--- config.mk ---
export PLATFORM = sky130hd
export DESIGN_NAME = vend_mux_ctrl_flat
export DESIGN_NICKNAME = d
export VERILOG_FILES = /design/src/rtl/vend_mux_ctrl_if.sv /design/src/rtl/vend_mux_ctrl.sv /design/src/flat_wrapper.sv
export SDC_FILE = /design/constraint.sdc
export NUM_CORES = 1
export LEC_CHECK = 0
export CAP_MARGIN = 5
export CORE_UTILIZATION = 28
export CTS_CLUSTER_SIZE = 16
export DETAILED_ROUTE_END_ITERATION = 6
export SLEW_MARGIN = 5
export SYNTH_ARGS = -nofsm -noshare
export SYNTH_HDL_FRONTEND = slang
export SYNTH_SLANG_ARGS = --single-unit
--- constraint.sdc ---
create_clock -name ck -period 6.2 [get_ports ck]
set_clock_uncertainty 0.05 [all_clocks]
set_input_delay 1.24 -clock ck [delete_from_list [all_inputs] [get_ports ck]]
set_output_delay 1.24 -clock ck [all_outputs]
set_load 0.03 [all_outputs]
--- src/rtl/vend_mux_ctrl_if.sv ---
// Coin/pay panel bundle: raw active-low buttons toward the controller,
// multiplexed display and status pulses back toward the board.
interface vend_mux_ctrl_if #(
  parameter int DIGITS = 2
);
  logic              co5;
  logic              co10;
  logic              co50;
  logic              pay;
  logic              cancel;
  logic [6:0]        seg;
  logic [DIGITS-1:0] ctrl;
  logic              payok;
  logic              change;
  logic              reject;
  logic              err;

  // Board side: drives the buttons, observes display and status.
  modport master (
    output co5, co10, co50, pay, cancel,
    input  seg, ctrl, payok, change, reject, err
  );

  // Controller side.
  modport slave (
    input  co5, co10, co50, pay, cancel,
    output seg, ctrl, payok, change, reject, err
  );
endinterface

--- src/rtl/vend_mux_ctrl.sv ---
// Vending controller: synchronises and debounces the panel buttons, keeps a
// saturating credit, vends at PRICE, pays change as a pulse train and scans an
// N-digit active-low 7-segment display showing the credit in decimal.
module vend_mux_ctrl #(
  parameter int PRICE       = 15,
  parameter int MAX_CREDIT  = 95,
  parameter int DIGITS      = 2,
  parameter int DB_CYCLES   = 500000,
  parameter int SCAN_DIV    = 500000,
  parameter int VEND_CYCLES = 1000,
  parameter int PULSE_GAP   = 1000
) (
  input  logic           ck,
  input  logic           reset,
  vend_mux_ctrl_if.slave pnl
);

  localparam int CW  = $clog2(MAX_CREDIT + 1);
  localparam int DBW = $clog2(DB_CYCLES + 1);
  localparam int SCW = $clog2(SCAN_DIV + 1);
  localparam int VCW = $clog2(VEND_CYCLES + 1);
  localparam int GCW = $clog2(PULSE_GAP + 1);

  typedef enum logic [1:0] {COLLECT = 2'd0, VEND = 2'd1, CHANGE = 2'd2} state_t;

  // Binary to packed BCD (four digits) by shift-and-add-3.
  function automatic logic [15:0] bin2bcd(input logic [13:0] bin);
    logic [29:0] sh;
    sh = {16'd0, bin};
    for (int i = 0; i < 14; i++) begin
      for (int d = 0; d < 4; d++) begin
        if (sh[14+4*d +: 4] >= 4'd5) sh[14+4*d +: 4] = sh[14+4*d +: 4] + 4'd3;
        else                         sh[14+4*d +: 4] = sh[14+4*d +: 4];
      end
      sh = sh << 1;
    end
    return sh[29:14];
  endfunction

  // Active-low gfedcba pattern for one decimal digit.
  function automatic logic [6:0] seg_of(input logic [3:0] d);
    case (d)
      4'd0:    return 7'h40;
      4'd1:    return 7'h79;
      4'd2:    return 7'h24;
      4'd3:    return 7'h30;
      4'd4:    return 7'h19;
      4'd5:    return 7'h12;
      4'd6:    return 7'h02;
      4'd7:    return 7'h78;
      4'd8:    return 7'h00;
      4'd9:    return 7'h10;
      default: return 7'h7F;
    endcase
  endfunction

  // Button bit order: 0 co5, 1 co10, 2 co50, 3 pay, 4 cancel.
  logic [4:0]     raw_s;
  logic [4:0]     s1_r, s2_r, lvl_r, ev_r;
  logic [DBW-1:0] db_cnt_r [5];

  state_t         state_r, state_nxt;
  logic [CW-1:0]  credit_r, credit_nxt;
  logic [VCW-1:0] vcnt_r, vcnt_nxt;
  logic [GCW-1:0] gcnt_r, gcnt_nxt;
  logic           payok_r, payok_nxt, change_r, change_nxt;
  logic           reject_r, reject_nxt, err_r, err_nxt;
  logic           coin_any_s;
  logic [15:0]    coin_val_s, sum_s;

  logic [SCW-1:0]    scan_cnt_r;
  logic [1:0]        digit_r;
  logic [15:0]       bcd_s, high_s;
  logic [3:0]        dig_val_s;
  logic              blank_s;
  logic [6:0]        seg_r;
  logic [DIGITS-1:0] ctrl_r;

  assign raw_s = {pnl.cancel, pnl.pay, pnl.co50, pnl.co10, pnl.co5};

  // Two-flop synchroniser plus counting debouncer; event on debounced fall.
  always_ff @(posedge ck or negedge reset) begin
    if (!reset) begin
      s1_r  <= 5'b11111;
      s2_r  <= 5'b11111;
      lvl_r <= 5'b11111;
      ev_r  <= 5'b00000;
      for (int i = 0; i < 5; i++) db_cnt_r[i] <= {DBW{1'b0}};
    end else begin
      s1_r <= raw_s;
      s2_r <= s1_r;
      for (int i = 0; i < 5; i++) begin
        if (s2_r[i] != lvl_r[i]) begin
          if (db_cnt_r[i] == DBW'(DB_CYCLES - 1)) begin
            lvl_r[i]    <= s2_r[i];
            db_cnt_r[i] <= {DBW{1'b0}};
            ev_r[i]     <= ~s2_r[i];
          end else begin
            db_cnt_r[i] <= db_cnt_r[i] + 1'b1;
            ev_r[i]     <= 1'b0;
          end
        end else begin
          db_cnt_r[i] <= {DBW{1'b0}};
          ev_r[i]     <= 1'b0;
        end
      end
    end
  end

  // Highest-value coin wins when several arrive together.
  always_comb begin
    coin_any_s = |ev_r[2:0];
    coin_val_s = 16'd0;
    if (ev_r[2])      coin_val_s = 16'd50;
    else if (ev_r[1]) coin_val_s = 16'd10;
    else if (ev_r[0]) coin_val_s = 16'd5;
    else              coin_val_s = 16'd0;
    sum_s = 16'(credit_r) + coin_val_s;
  end

  // Next-state and next-output logic of the vend FSM.
  always_comb begin
    state_nxt  = state_r;
    credit_nxt = credit_r;
    vcnt_nxt   = vcnt_r;
    gcnt_nxt   = gcnt_r;
    payok_nxt  = 1'b0;
    change_nxt = 1'b0;
    reject_nxt = 1'b0;
    err_nxt    = 1'b0;
    case (state_r)
      COLLECT: begin
        if (ev_r[4]) begin
          if (credit_r != {CW{1'b0}}) begin
            state_nxt  = CHANGE;
            change_nxt = 1'b1;
            gcnt_nxt   = {GCW{1'b0}};
          end else begin
            state_nxt  = COLLECT;
          end
        end else if (ev_r[3]) begin
          if (credit_r >= CW'(PRICE)) begin
            credit_nxt = credit_r - CW'(PRICE);
            state_nxt  = VEND;
            payok_nxt  = 1'b1;
            vcnt_nxt   = {VCW{1'b0}};
          end else begin
            err_nxt    = 1'b1;
          end
        end else if (coin_any_s) begin
          if (sum_s <= 16'(MAX_CREDIT)) credit_nxt = CW'(sum_s);
          else                          reject_nxt = 1'b1;
        end else begin
          state_nxt = COLLECT;
        end
      end
      VEND: begin
        reject_nxt = coin_any_s;
        if (vcnt_r == VCW'(VEND_CYCLES - 1)) begin
          if (credit_r != {CW{1'b0}}) begin
            state_nxt  = CHANGE;
            change_nxt = 1'b1;
            gcnt_nxt   = {GCW{1'b0}};
          end else begin
            state_nxt  = COLLECT;
          end
        end else begin
          payok_nxt = 1'b1;
          vcnt_nxt  = vcnt_r + 1'b1;
        end
      end
      CHANGE: begin
        reject_nxt = coin_any_s;
        // The pulse cycle retires 5 units; the last one ends the train.
        if (change_r && (credit_r <= CW'(5))) begin
          credit_nxt = {CW{1'b0}};
          state_nxt  = COLLECT;
          gcnt_nxt   = {GCW{1'b0}};
        end else begin
          if (change_r) credit_nxt = credit_r - CW'(5);
          else          credit_nxt = credit_r;
          if (gcnt_r == GCW'(PULSE_GAP - 1)) begin
            gcnt_nxt   = {GCW{1'b0}};
            change_nxt = 1'b1;
          end else begin
            gcnt_nxt   = gcnt_r + 1'b1;
          end
        end
      end
      default: begin
        state_nxt  = COLLECT;
        credit_nxt = {CW{1'b0}};
      end
    endcase
  end

  // FSM state, credit and registered status pulses.
  always_ff @(posedge ck or negedge reset) begin
    if (!reset) begin
      state_r  <= COLLECT;
      credit_r <= {CW{1'b0}};
      vcnt_r   <= {VCW{1'b0}};
      gcnt_r   <= {GCW{1'b0}};
      payok_r  <= 1'b0;
      change_r <= 1'b0;
      reject_r <= 1'b0;
      err_r    <= 1'b0;
    end else begin
      state_r  <= state_nxt;
      credit_r <= credit_nxt;
      vcnt_r   <= vcnt_nxt;
      gcnt_r   <= gcnt_nxt;
      payok_r  <= payok_nxt;
      change_r <= change_nxt;
      reject_r <= reject_nxt;
      err_r    <= err_nxt;
    end
  end

  // Select the decimal digit under scan and decide whether it is a leading zero.
  always_comb begin
    bcd_s     = bin2bcd(14'(credit_r));
    high_s    = bcd_s >> {digit_r, 2'b00};
    dig_val_s = high_s[3:0];
    blank_s   = (digit_r != 2'd0) && (high_s == 16'd0);
  end

  // Digit scan timer and registered segment/enable drive.
  always_ff @(posedge ck or negedge reset) begin
    if (!reset) begin
      scan_cnt_r <= {SCW{1'b0}};
      digit_r    <= 2'd0;
      seg_r      <= 7'h40;
      ctrl_r     <= ~(DIGITS'(1'b1));
    end else begin
      if (scan_cnt_r == SCW'(SCAN_DIV - 1)) begin
        scan_cnt_r <= {SCW{1'b0}};
        if (digit_r == 2'(DIGITS - 1)) digit_r <= 2'd0;
        else                           digit_r <= digit_r + 2'd1;
      end else begin
        scan_cnt_r <= scan_cnt_r + 1'b1;
      end
      seg_r  <= blank_s ? 7'h7F : seg_of(dig_val_s);
      ctrl_r <= ~(DIGITS'(1'b1) << digit_r);
    end
  end

  assign pnl.seg    = seg_r;
  assign pnl.ctrl   = ctrl_r;
  assign pnl.payok  = payok_r;
  assign pnl.change = change_r;
  assign pnl.reject = reject_r;
  assign pnl.err    = err_r;

endmodule

--- src/flat_wrapper.sv ---
// flat-port wrapper written by rule: the top's interface ports become plain ports
module vend_mux_ctrl_flat 
#(
  parameter int PRICE       = 15,
  parameter int MAX_CREDIT  = 95,
  parameter int DIGITS      = 2,
  parameter int DB_CYCLES   = 500000,
  parameter int SCAN_DIV    = 500000,
  parameter int VEND_CYCLES = 1000,
  parameter int PULSE_GAP   = 1000
)
  (ck, reset, pnl_co5, pnl_co10, pnl_co50, pnl_pay, pnl_cancel, pnl_seg, pnl_ctrl, pnl_payok, pnl_change, pnl_reject, pnl_err);
  vend_mux_ctrl_if #(.DIGITS(DIGITS)) pnl_i ();
  input  logic ck;
  input  logic reset;
  input wire logic [$bits(pnl_i.co5)-1:0] pnl_co5;
  input wire logic [$bits(pnl_i.co10)-1:0] pnl_co10;
  input wire logic [$bits(pnl_i.co50)-1:0] pnl_co50;
  input wire logic [$bits(pnl_i.pay)-1:0] pnl_pay;
  input wire logic [$bits(pnl_i.cancel)-1:0] pnl_cancel;
  output wire logic [$bits(pnl_i.seg)-1:0] pnl_seg;
  output wire logic [$bits(pnl_i.ctrl)-1:0] pnl_ctrl;
  output wire logic [$bits(pnl_i.payok)-1:0] pnl_payok;
  output wire logic [$bits(pnl_i.change)-1:0] pnl_change;
  output wire logic [$bits(pnl_i.reject)-1:0] pnl_reject;
  output wire logic [$bits(pnl_i.err)-1:0] pnl_err;
  assign pnl_i.co5 = pnl_co5;
  assign pnl_i.co10 = pnl_co10;
  assign pnl_i.co50 = pnl_co50;
  assign pnl_i.pay = pnl_pay;
  assign pnl_i.cancel = pnl_cancel;
  assign pnl_seg = pnl_i.seg;
  assign pnl_ctrl = pnl_i.ctrl;
  assign pnl_payok = pnl_i.payok;
  assign pnl_change = pnl_i.change;
  assign pnl_reject = pnl_i.reject;
  assign pnl_err = pnl_i.err;
  vend_mux_ctrl #(.PRICE(PRICE), .MAX_CREDIT(MAX_CREDIT), .DIGITS(DIGITS), .DB_CYCLES(DB_CYCLES), .SCAN_DIV(SCAN_DIV), .VEND_CYCLES(VEND_CYCLES), .PULSE_GAP(PULSE_GAP)) u_core (.ck(ck), .reset(reset), .pnl(pnl_i));
endmodule
==> reports/results.ini <==
[logic_synthesis]
synthDistinctLibCells=78
avgSynthCellArea_um2=9.44
synth_top_area_share_pct=41.2
synth-xor-area-share_pct=10.0
yosys.area_share.simple_pct=22.8
synth_nets=1082
synth_area_um2=9780
synth_top_area_cell=dfrtp_1
ys_ff_latch=178
synth_warnings=0
synthTopCellsByArea=dfrtp_1 41%, nor2_1 6.1%, xor2_1 5.5%, ha_1 4.7%, dfstp_2 4.6%
synthArstFlopShare_pct=100
synth_cells=1037
synthMuxAreaShare_pct=2.35
synth_compound_area_share_pct=11.2
synth_top_family_by_area=simple AND/OR/NAND/NOR gates
synth-adder-area-share_pct=4.94
synth_flop_cell=dfrtp_1
synth_edf_count=0
yosysSeqAreaShare_pct=45.7

[setup_path]
crit_fanout=7
cp_common_cell=ha_1
start_kind=flip-flop
slowest_stage=or4_1
cp-end-kind=flip-flop
worstPathArrival_ns=5.88
path_class=reg2reg
worstPathRequired_ns=6.49
slowest_delay_ns=0.39

[floorplan]
io_pins=20
initial_utilization_pct=28.4
fp-row-count=68
die_h_um=189
die-area_um2=35700
die_w_um=189
coreArea_um2=34500

[detailed_routing]
vias=7264
vias_per_cell=4.76
drt-initial-drc-count=485
wire_per_inst_um=12.3
routed_wl_mm=18.7
drcViolationCount=0
firstDrtPassIters=5
final_antenna_net_count=0

[sta]
post-route-min-period_ns=5.59
holdWs_ns=0.306
max_clock_freq_ghz=0.179
setup_viol=0
tns_ns=0
slew_headroom_pct=37.3
fin_crit_sh_pct=90.2
drv_slew=0
hold_viol=0
worstMarginPinSlew_ns=0.936
rsz0062_at_grt=false

[cts]
numCtsBuffers=17
cts.clk_slew.worst_paths_ns=0.07
cts_root_buffer=clkbuf_16
clockBufferDepth=2
htree_num_levels=4
tritoncts=built
cts.sinks=178
clk_latency_ns=0.44

[finish]
drive_above_1_share_pct=8.22
multi_input_area_um2=5040
final_cell_mix=161 x dfrtp_1, 160 x nor2_1, 81 x nand2_1
finish.net_count=1102
antenna_cells=0
area_growth_pct=13.6
fin_util_pct=32.3
register_area_um2=4480
fillers=3525
layout_commonest_cell=dfrtp_1

[pwr]
power.density_nw_per_um2=210
ir_worst_vdd_mv=0.189
finalPower_uw=2330
leakage_uw=0.00473

[placed_design]
dpl.hpwl_mm=12.9
routabilityCongestion=0.849
io_buffers=19

[job]
drv_cap=0

[grt]
grt_start_max_net_pins=65
grt_pass1_vias=7052
antenna_found_initial=0
grt_util_all_layers_pct=11.3
gr-total-overflow=0
grt_pass1_wl_mm=33.6

[hold_path]
min_path_type=reg2reg

[run_status]
status=complete, no violations

Yosys cell counts, drive strengths merged, types with 10 or more instances:
library cell and n:
dfrtp 161, nor2 160, nand2 81, xor2 61, nand3 55, xnor2 51
inv 46, o21ai 46, a21oi 37, ha 37, nand4 25, and3 24
nor3 22, clkbuf 20, or3 18, dfstp 17, mux2i 11, nor2b 11
nor4 11, mux2 10
layout make-up:
cell class | instances | share of cell area [%]
Sequential cell | 178 | 40.3
Multi-Input combinational cell | 786 | 45.3
Tap cell | 455 | 5.12
Timing Repair Buffer | 28 | 2.35
Clock buffer | 19 | 3.89
Inverter | 46 | 1.55
Clock inverter | 13 | 1.51
worst paths after layout:
check	startpoint	to	slack, ns	cells past startpoint
max in group asynchronous	reset	u_core.db_cnt_r[33]	4.17	2
max reg2reg	u_core.credit_r[5]	u_core.pnl.seg[6]	0.61	28
max	u_core.credit_r[5]	u_core.pnl.seg[6]	0.61	28
min in group asynchronous	reset	u_core.db_cnt_r[65]	0.73	1
min reg2reg	u_core.s1_r[3]	u_core.s2_r[3]	0.31	0
min	u_core.s1_r[3]	u_core.s2_r[3]	0.31	0
routing by layer:
layer | track usage, % | wire [µm] | vias up
li1 | - | - | 3680
met1 | 15.9 | 9820 | 3466
met2 | 17.4 | 8180 | 107
met3 | 2.41 | 575 | 11
met4 | 3.04 | 172 | 0
met5 | 0 | 0 | -
flip-flops by register name, summed over array words and instances (netlist names), 2 cells and up:
signal	count
u_core.db_cnt_r	95
u_core.digit_r	2
u_core.scan_cnt_r	19
u_core.pnl.ctrl	2
u_core.vcnt_r	10
u_core.ev_r	5
u_core.gcnt_r	10
u_core.state_r	2
u_core.credit_r	7
u_core.lvl_r	5
u_core.s2_r	5
u_core.pnl.seg	7
u_core.s1_r	5
where the power goes:
part	total (µW)	internal, µW	switching [µW]
Combinational	50.7	13.0	37.6
Sequential	1180	1170	9.54
Clock	1100	610	485
Total	2330	1800	532
metrics by stage:
step | cells | worst slack, ns | cell area (µm²)
2_1_floorplan | 1037 | 0.536 | 9780
3_3_place_gp | 1492 | 0.422 | 10500
3_5_place_dp | 1492 | 0.309 | 10500
4_1_cts | 1524 | 0.288 | 11100
5_1_grt | 1525 | 0.0249 | 11100
6_report | 1525 | 0.608 | 11100
repair_timing:
action | in CTS | in global routing
resized for setup | 0 | 4
hold buffers | 0 | 0
buffers inserted | 0 | 1
setup endpoints to repair | 0 | 7
worst max-delay path, delay by kind of cell (launching register included):
kind | cells | cell delay [ns]
AOI/OAI and AO/OA | 8 | 1.53
buffers and inverters | 4 | 0.36
and+or+nand+nor | 7 | 1.27
DFF | 1 | 0.37
xor gates and xnor gates | 2 | 0.43
adders and majority gates | 6 | 1.37
muxes | 1 | 0.11
cell families (layout without fill, tap and decap cells):
logic type,after synthesis,in the layout
mux,21,21
compound gates,163,163
flops,178,178
buf+inv,73,106
simple gates,452,452
xor+xnor,112,112
fa+ha+maj,38,38
(Power assumes the default switching activity.)
